## config.mk

```make
export PLATFORM = sky130hd
export DESIGN_NAME = ram_slot_sequencer
export DESIGN_NICKNAME = d
export VERILOG_FILES = /design/src/rtl/ram_slot_sequencer.sv
export SDC_FILE = /design/constraint.sdc
export NUM_CORES = 1
export LEC_CHECK = 0
export CAP_MARGIN = 5
export CORE_ASPECT_RATIO = 0.7
export CORE_MARGIN = 5
export CORE_UTILIZATION = 38
export CTS_BUF_LIST = sky130_fd_sc_hd__clkbuf_4 sky130_fd_sc_hd__clkbuf_8
export CTS_CLUSTER_SIZE = 8
export DETAILED_ROUTE_END_ITERATION = 16
export PLACE_DENSITY = 0.83
export SLEW_MARGIN = 0
export SYNTH_ARGS = -nofsm -noshare
export SYNTH_HDL_FRONTEND = slang
export SYNTH_SLANG_ARGS = --single-unit
export TNS_END_PERCENT = 30
```

## constraint.sdc

```tcl
create_clock -name clk -period 1.7 [get_ports clk]
set_input_delay 0.255 -clock clk [delete_from_list [all_inputs] [get_ports clk]]
set_output_delay 0.255 -clock clk [all_outputs]
set_load 0.02 [all_outputs]
```

## src/rtl/ram_slot_sequencer.sv

```systemverilog
`default_nettype none
// ============================================================================
// Module   : ram_slot_sequencer
// Purpose  : Time-division sequencer for one synchronous RAM port. A clock
//            enable is divided down from clk, every frame is cut into NCH
//            slots of SLOT_LEN enables, and the requester that owns the
//            current slot gets one RAM access. Read data is latched per
//            channel and every access is acknowledged with a one-clk pulse.
//
// Ports    : clk         system clock
//            reset       synchronous, active-high
//            ena         one-clk clock-enable pulse every DIV clks
//            slot        index of the slot currently in progress
//            frame_start pulse on the enable that opens slot 0, phase 0
//            req/we      per-channel request level and write flag
//            addr/wdata  packed per-channel address and write data
//            ack         one-clk completion pulse per channel
//            rdata       packed per-channel read data, held between reads
//            mem_addr    RAM address
//            mem_we      RAM write strobe
//            mem_wdata   RAM write data
//            mem_q       RAM read data, one clk after mem_addr
//
// Options  : CPU_SLOT_STEAL_EN - when defined, an idle slot k != 0 is handed
//            to channel 0 if channel 0 is requesting. Default: strict TDM.
//
// Revision : 1.0 - initial release
// ============================================================================
module ram_slot_sequencer #(
    parameter  int DIV      = 4,
    parameter  int SLOT_LEN = 4,
    parameter  int NCH      = 2,
    parameter  int ADDR_W   = 16,
    parameter  int DATA_W   = 8,
    localparam int c_SW     = (NCH > 1) ? $clog2(NCH) : 1
) (
    input  logic                  clk,
    input  logic                  reset,
    output logic                  ena,
    output logic [c_SW-1:0]       slot,
    output logic                  frame_start,
    input  logic [NCH-1:0]        req,
    input  logic [NCH-1:0]        we,
    input  logic [NCH*ADDR_W-1:0] addr,
    input  logic [NCH*DATA_W-1:0] wdata,
    output logic [NCH-1:0]        ack,
    output logic [NCH*DATA_W-1:0] rdata,
    output logic [ADDR_W-1:0]     mem_addr,
    output logic                  mem_we,
    output logic [DATA_W-1:0]     mem_wdata,
    input  logic [DATA_W-1:0]     mem_q
);

    // ------------------------------------------------------------------------
    // Constants
    // ------------------------------------------------------------------------
    localparam int c_CW = (DIV > 1)      ? $clog2(DIV)      : 1;
    localparam int c_PW = (SLOT_LEN > 1) ? $clog2(SLOT_LEN) : 1;

    localparam logic [c_CW-1:0] c_CNT_LAST  = c_CW'(DIV - 1);
    localparam logic [c_PW-1:0] c_PH_LAST   = c_PW'(SLOT_LEN - 1);
    localparam logic [c_SW-1:0] c_SLOT_LAST = c_SW'(NCH - 1);

    // ------------------------------------------------------------------------
    // Timing chain: divider -> phase -> slot
    // ------------------------------------------------------------------------
    logic [c_CW-1:0] r_cnt;
    logic            r_ena;
    logic [c_PW-1:0] r_ph;
    logic [c_SW-1:0] r_slot;

    // ------------------------------------------------------------------------
    // Access state
    // ------------------------------------------------------------------------
    logic              r_granted;
    logic [c_SW-1:0]   r_gch;
    logic              r_wr;
    logic [ADDR_W-1:0] r_mem_addr;
    logic              r_mem_we;
    logic [DATA_W-1:0] r_mem_wdata;
    logic [NCH-1:0]    r_ack;
    logic [DATA_W-1:0] r_rdata [NCH];

    // Per-channel views of the packed request buses
    logic [ADDR_W-1:0] w_addr_ch  [NCH];
    logic [DATA_W-1:0] w_wdata_ch [NCH];

    logic              w_grant;
    logic [c_SW-1:0]   w_sel;
    logic              w_complete;

    // ------------------------------------------------------------------------
    // Bus unpacking / packing
    // ------------------------------------------------------------------------
    generate
        for (genvar gi = 0; gi < NCH; gi++) begin : g_chan
            assign w_addr_ch[gi]                  = addr[gi*ADDR_W +: ADDR_W];
            assign w_wdata_ch[gi]                 = wdata[gi*DATA_W +: DATA_W];
            assign rdata[gi*DATA_W +: DATA_W]     = r_rdata[gi];
        end
    endgenerate

    // ------------------------------------------------------------------------
    // Divider, phase and slot counters.
    // ena is registered from the divider terminal count, so with the counter
    // cleared by reset the first pulse lands exactly DIV clks after release
    // (and at DIV=1 the enable is high on every clk after release).
    // ------------------------------------------------------------------------
    always_ff @(posedge clk) begin
        if (reset) begin
            r_cnt  <= '0;
            r_ena  <= 1'b0;
            r_ph   <= '0;
            r_slot <= '0;
        end else begin
            r_ena <= (r_cnt == c_CNT_LAST);
            r_cnt <= (r_cnt == c_CNT_LAST) ? '0 : r_cnt + 1'b1;

            if (r_ena) begin
                if (r_ph == c_PH_LAST) begin
                    r_ph   <= '0;
                    r_slot <= (r_slot == c_SLOT_LAST) ? '0 : r_slot + 1'b1;
                end else begin
                    r_ph <= r_ph + 1'b1;
                end
            end
        end
    end

    // ------------------------------------------------------------------------
    // Grant decision: only evaluated on the enable that opens a slot.
    // ------------------------------------------------------------------------
    always_comb begin
        w_grant = 1'b0;
        w_sel   = r_slot;
        if (r_ena && (r_ph == '0)) begin
            if (req[r_slot]) begin
                w_grant = 1'b1;
            end
`ifdef CPU_SLOT_STEAL_EN
            // Owner is idle: hand the slot to channel 0 unless it already
            // has an access outstanding.
            else if ((r_slot != '0) && req[0] && !(r_granted && (r_gch == '0))) begin
                w_grant = 1'b1;
                w_sel   = '0;
            end
`endif
        end
    end

    // Completion on the last enable of the slot. By then mem_addr has been
    // stable for (SLOT_LEN-1)*DIV clks, so mem_q is valid for the access.
    assign w_complete = r_ena && (r_ph == c_PH_LAST) && r_granted;

    // ------------------------------------------------------------------------
    // Access sequencing
    // ------------------------------------------------------------------------
    always_ff @(posedge clk) begin
        if (reset) begin
            r_granted   <= 1'b0;
            r_gch       <= '0;
            r_wr        <= 1'b0;
            r_mem_addr  <= '0;
            r_mem_we    <= 1'b0;
            r_mem_wdata <= '0;
            r_ack       <= '0;
            for (int i = 0; i < NCH; i++) begin
                r_rdata[i] <= '0;
            end
        end else begin
            // Strobes are single-clk by default
            r_mem_we <= 1'b0;
            r_ack    <= '0;

            if (w_complete) begin
                r_ack[r_gch] <= 1'b1;
                r_granted    <= 1'b0;
                if (!r_wr) begin
                    r_rdata[r_gch] <= mem_q;
                end
            end

            // Address/data are only loaded on a grant, so an idle slot
            // leaves the RAM-side bus exactly as the last access left it.
            if (w_grant) begin
                r_granted   <= 1'b1;
                r_gch       <= w_sel;
                r_wr        <= we[w_sel];
                r_mem_we    <= we[w_sel];
                r_mem_addr  <= w_addr_ch[w_sel];
                r_mem_wdata <= w_wdata_ch[w_sel];
            end
        end
    end

    // ------------------------------------------------------------------------
    // Outputs
    // ------------------------------------------------------------------------
    assign ena         = r_ena;
    assign slot        = r_slot;
    assign frame_start = r_ena && (r_ph == '0) && (r_slot == '0);
    assign ack         = r_ack;
    assign mem_addr    = r_mem_addr;
    assign mem_we      = r_mem_we;
    assign mem_wdata   = r_mem_wdata;

endmodule
`default_nettype wire

```

## After elaboration in Yosys (flattened, before gate mapping)

Memories as Yosys holds them, arrays and structs flattened.
Cells that the tools add are included.

- Output and inout port bits: 46
- ROM bits: 0
- Input bits: 62
- Bits in latches: 0
- Flip-flop bits (word level): 36
- Memory bits (writable): 16
- Memories kept: 1
- Logic and storage cells: 64

- Shift-type cells: 0
- Magnitude comparators: 4
- Add/subtract/negate cells: 3
- Div/mod/pow operators: 0
- Multiply operators: 0
- Reduce and logical (&&, ||, !) cells: 12
- Equal/unequal tests: 2
- Mux-type cells: 27
- Bitwise gates (word level): 4

Memory list:

| name | depth | bits a word | read ports | clocked after Yosys merged registers in | write ports | RTL line | text |
|---|---|---|---|---|---|---|---|
| r_rdata | 2 | 8 | 2 | 0 | 2 | 82 | `logic [DATA_W-1:0] r_rdata [NCH];` |

Operators by type and width:

| cell | number |
|---|---|
| 2-to-1 mux 16 bit | 3 |
| 2-to-1 mux 8 bit | 4 |
| 2-to-1 mux 1 bit | 18 |
| OR reduction 8 bit | 1 |
| OR reduction 2 bit | 3 |
| logical AND 1 bit | 5 |
| adder 2 x 1 -> 2 bit, second input constant | 2 |
| equality test 2 bit, second input constant | 2 |
| < comparator 1 x 2 -> 1 bit, second input constant | 2 |
| NOT 1 bit | 3 |
| >= comparator 2 bit, second input constant | 1 |
| zero test 2 bit | 1 |
| 2-to-1 mux 2 bit | 1 |
| NOT 1 -> 2 bit | 1 |
| AND reduction 2 bit | 1 |
| nonzero test 2 bit | 1 |
| adder 1 bit, second input constant | 1 |
| demux 1 bit (select 1 bit) | 1 |
| >= comparator 1 bit, second input constant | 1 |

## Longest topological paths before layout

- Word-level depth: 8
- Mapped depth: 8
- Mapped depth without buffers: 5

## Worst setup path after synthesis

OpenSTA, ideal clock, no wires.

- Path type: register to register
- Start point: register r_ena, in the netlist ena
- End point: memory r_rdata[0][0] (enable)
- Arrival: 1,365 ps
- Buffers on the path: 0
- Required time: 1,390 ps
- Cell stages (with the launch flop): 4
- Setup time: 310 ps
- Path slack: 26 ps
- Clock period less this slack: 1,674 ps
- Path through: dfxtp_1 -> nand4b_1 -> nor3_1 -> or2_2

RTL lines:

| element | RTL line | text |
|---|---|---|
| start, declared | 68 | `logic r_ena;` |
| start signal, assigned | 116 | `r_ena <= (r_cnt == c_CNT_LAST);` |
| end, declared | 82 |  |

## Worst setup path after layout

- Start point: register r_ena, in the netlist ena
- End point: output port ena

RTL lines:

| element | RTL line | text |
|---|---|---|
| end, declared | 39 | `output logic ena,` |

No word-level cell between the ends.

==> results by group <==
Run status
  • Run status: complete, no violations

Clocking
  • Clock root cell: clkbuf_8
  • Worst-Skew Late Latency: 0.30 ns
  • Hold_buf cts: 0
  • Longest Clk Path Bufs: 2
  • Setup Buffers After CTS: 0
  • H-Tree Depth: 2
  • Clock slew at reported path FFs: 0.09 ns
  • CTS tree: done
  • TritonCTS Buffers: 5
  • Sink Count: 52

Min path
  • Hold Path Origin: reset
  • Min-delay worst type: input pin to flip-flop
  • Hold Path End: ack[1]
  • Hold Crit Depth: 3

Route
  • Remaining antenna violation count: 0
  • Drt pass-1 iters: 4
  • DRT iter0 DRCs: 61
  • Drt drc: 0
  • Routed wire length: 6.21 mm
  • Wire per inst: 16.4 µm
  • Drt via density: 4.98
  • Vias: 1887

Setup path
  • WP data required: 1.44 ns
  • RR Endpoint: r_rdata[0][2]
  • CP max-delay cell: clkdlybuf4s50_1
  • Largest fanout on the critical path: 5
  • CP Launch Type: flip-flop
  • Critical path arrival: 1.40 ns
  • Critical path endpoint category: output port
  • Reg2reg setup slack: 0.09 ns
  • Worst flop-to-flop path startpoint: r_ph[0]
  • WS Path Type: flip-flop to output port
  • Crit path cell chain: buf_4, clkdlybuf4s50_1
  • Max incr delay on CP: 0.60 ns
  • Worst Reg-to-Reg Cells: 5

Synthesis
  • Compound-gate portion of the synthesized area: 18.8%
  • Post-Synth XOR/XNOR Area: 0.386%
  • Mapped Nets: 256
  • Mux cell area share after synthesis: 12.6%
  • Synth warn: 0
  • Distinct cells, synth: 23
  • Post-synthesis instance total: 191
  • Seq cells post-synth: 52
  • Post-Syn Area: 2270 µm²
  • Syn_area_per_cell: 11.9 µm²
  • Area share of fa/ha/maj cells after synthesis: 1.65%
  • Post-synthesis sequential area ratio: 52.9%
  • Simple-Gate Fraction of Synth Area: 9.26%
  • Largest family of logic cells by synthesized area: compound AO/OA/AOI/OAI gates

Timing
  • Total negative slack: 0 ns
  • Relative slew slack: 78.0%
  • Tmin final: 1.65 ns
  • Achievable Freq: 606 MHz
  • Fin. max-slew vios: 0
  • Setup Skew: 0.00379 ns
  • Share of the cycle needed by the critical path after routing: 97.1%
  • RSZ-0062 raised after global routing: true
  • Endpoints failing setup: 0
  • Slew @ Worst Pin: 0.321 ns
  • Final Hold Fails: 0

Floorplan
  • Die height: 74.7 µm
  • Std-Cell Core Area: 5760 µm²
  • DIE AREA: 7650 µm²
  • Die Wd: 102 µm
  • I/O pin cnt: 108
  • Starting Density: 39.5%
  • Site Rows: 23

GRT
  • Initial antenna violation count: 0
  • Total gr overflow: 0
  • Vias in the first global route: 1838
  • Largest net degree at the start of global routing: 28
  • First-pass GRT wire length: 9.05 mm
  • Gr usage total: 15.6%

Layout
  • Post-route cell area: 3530 µm²
  • Inserted Diodes: 0
  • Layout cells sized above 1: 15.8%
  • Area Overhead vs Synth: 55.4%
  • Nets@finish: 368
  • Fillers: 483

Pwr
  • Leak: 1.20 nW
  • VDD IR-drop max: 0.000340 V
  • Total power divided by cell area: 682 nW/µm²

Place
  • I/O Buffers: 107
  • Post-DP Area: 3430 µm²
  • HPWL after DPL: 4.79 mm
  • Final Wtd Congestion: 0.736

Job
  • Max cap viols: 0
==> cell usage after synthesis <==
master / n / area, µm²
a221oi_1: 1 / 8.76
nor3_1: 4 / 20.0
a211oi_1: 5 / 37.5
buf_6: 4 / 45.0
xor2_1: 1 / 8.76
inv_1: 3 / 11.3
nand4b_1: 1 / 8.76
buf_2: 3 / 15.0
nand2_1: 3 / 11.3
a21oi_1: 26 / 130
nor2_1: 6 / 22.5
and2_1: 17 / 106
mux2_4: 1 / 15.0
ha_1: 3 / 37.5
nor2b_1: 2 / 12.5
edfxtp_1: 16 / 480
a211oi_2: 20 / 250
and2_4: 1 / 8.76
dfxtp_1: 36 / 721
clkbuf_1: 8 / 30.0
nor3b_1: 1 / 7.51
or2_2: 2 / 12.5
mux2i_1: 27 / 270
==> per-layer routing <==
layer	vias to the layer above	GRT usage [%]	routed length, µm
li1	918	-	-
met2	69	27.2	3060
met3	6	5.00	563
met5	-	0	0
met4	0	5.24	86
met1	894	18.5	2510
==> registers in the layout (all words and copies together), names as in the netlist <==
name / count
ack: 2
mem_wdata: 8
r_gch: 1
r_wr: 1
ena: 1
r_ph: 2
mem_we: 1
r_cnt: 2
slot: 1
r_rdata: 16
r_granted: 1
mem_addr: 16
==> critical path, delay by kind of cell (launching register included) <==
family / cells / cell delay (ns)
buffers and inverters: 2 / 0.75
DFF: 1 / 0.34
==> cells in the final DEF, fill, tap and decap left out, drive strengths merged <==
cell type,Yosys,layout
clkdlybuf4s50,0,104
dfxtp,36,36
mux2i,27,27
a21oi,26,26
a211oi,25,25
and2,18,19
edfxtp,16,16
buf,7,14
clkbuf,8,7
nor2,6,6
nor3,4,4
inv,3,3
nand2,3,3
ha,3,3
or2,2,2
nor2b,2,2
nand4b,1,1
mux2,1,1
nor3b,1,1
xor2,1,1
a221oi,1,1
clkinv,0,1
dlygate4sd2,0,1
==> power breakdown <==
group          internal, mW  total, mW  switching (mW)  leakage [nW]
clock                 0.322      0.707           0.385        0.0491
sequential             1.31       1.33          0.0152         0.457
combinational         0.217      0.373           0.156         0.690
total                  1.85       2.40           0.557          1.20
==> logic make-up after synthesis <==
| logic type | count (synthesis) |
|---|---|
| AOI/OAI and AO/OA | 52 |
| DFF | 52 |
| and+or+nand+nor | 37 |
| muxes | 28 |
| buffers and inverters | 18 |
| adders and majority gates | 3 |
| xor gates and xnor gates | 1 |
==> worst max-delay path by stage <==
stage	slack (ns)	startpoint	end
finish	0.05	ena	ena
global placement	0.05	r_ph[0]	frame_start
CTS	0.003	r_ph[0]	frame_start
floorplan	0.03	ena	r_rdata[0][0]
global route	-0.05	r_ph[0]	r_rdata[0][7]
detailed placement	0.009	r_ph[0]	frame_start
==> through the flow <==
step	hold WS, ns	instances	worst slack [ns]	utilization, %	power, mW
floorplan	0.367	191	0.0257	-	1.50
global placement	0.416	370	0.0503	59.6	1.72
detailed placement	0.440	370	0.00933	59.6	1.73
CTS	0.309	378	0.00257	61.2	2.43
global route	0.331	379	-0.0469	61.3	2.50
finish	0.320	379	0.0500	61.3	2.40
==> what timing repair did <==
item | in CTS | in global routing
setup endpoints to repair | 2 | 42
pin swaps | 0 | 1
cloned | 0 | 1
gates resized for setup | 4 | 4
==> cell type report <==
| type | instances | area (µm²) | area share [%] |
|---|---|---|---|
| Clock inverter | 1 | 5.00 | 0.142 |
| Tap cell | 75 | 93.8 | 2.66 |
| Timing Repair Buffer | 119 | 1150 | 32.6 |
| Sequential cell | 52 | 1200 | 34.1 |
| Inverter | 3 | 11.3 | 0.319 |
| Multi-Input combinational cell | 122 | 982 | 27.8 |
| Clock buffer | 7 | 83.8 | 2.38 |
(Power assumes the default switching activity.)
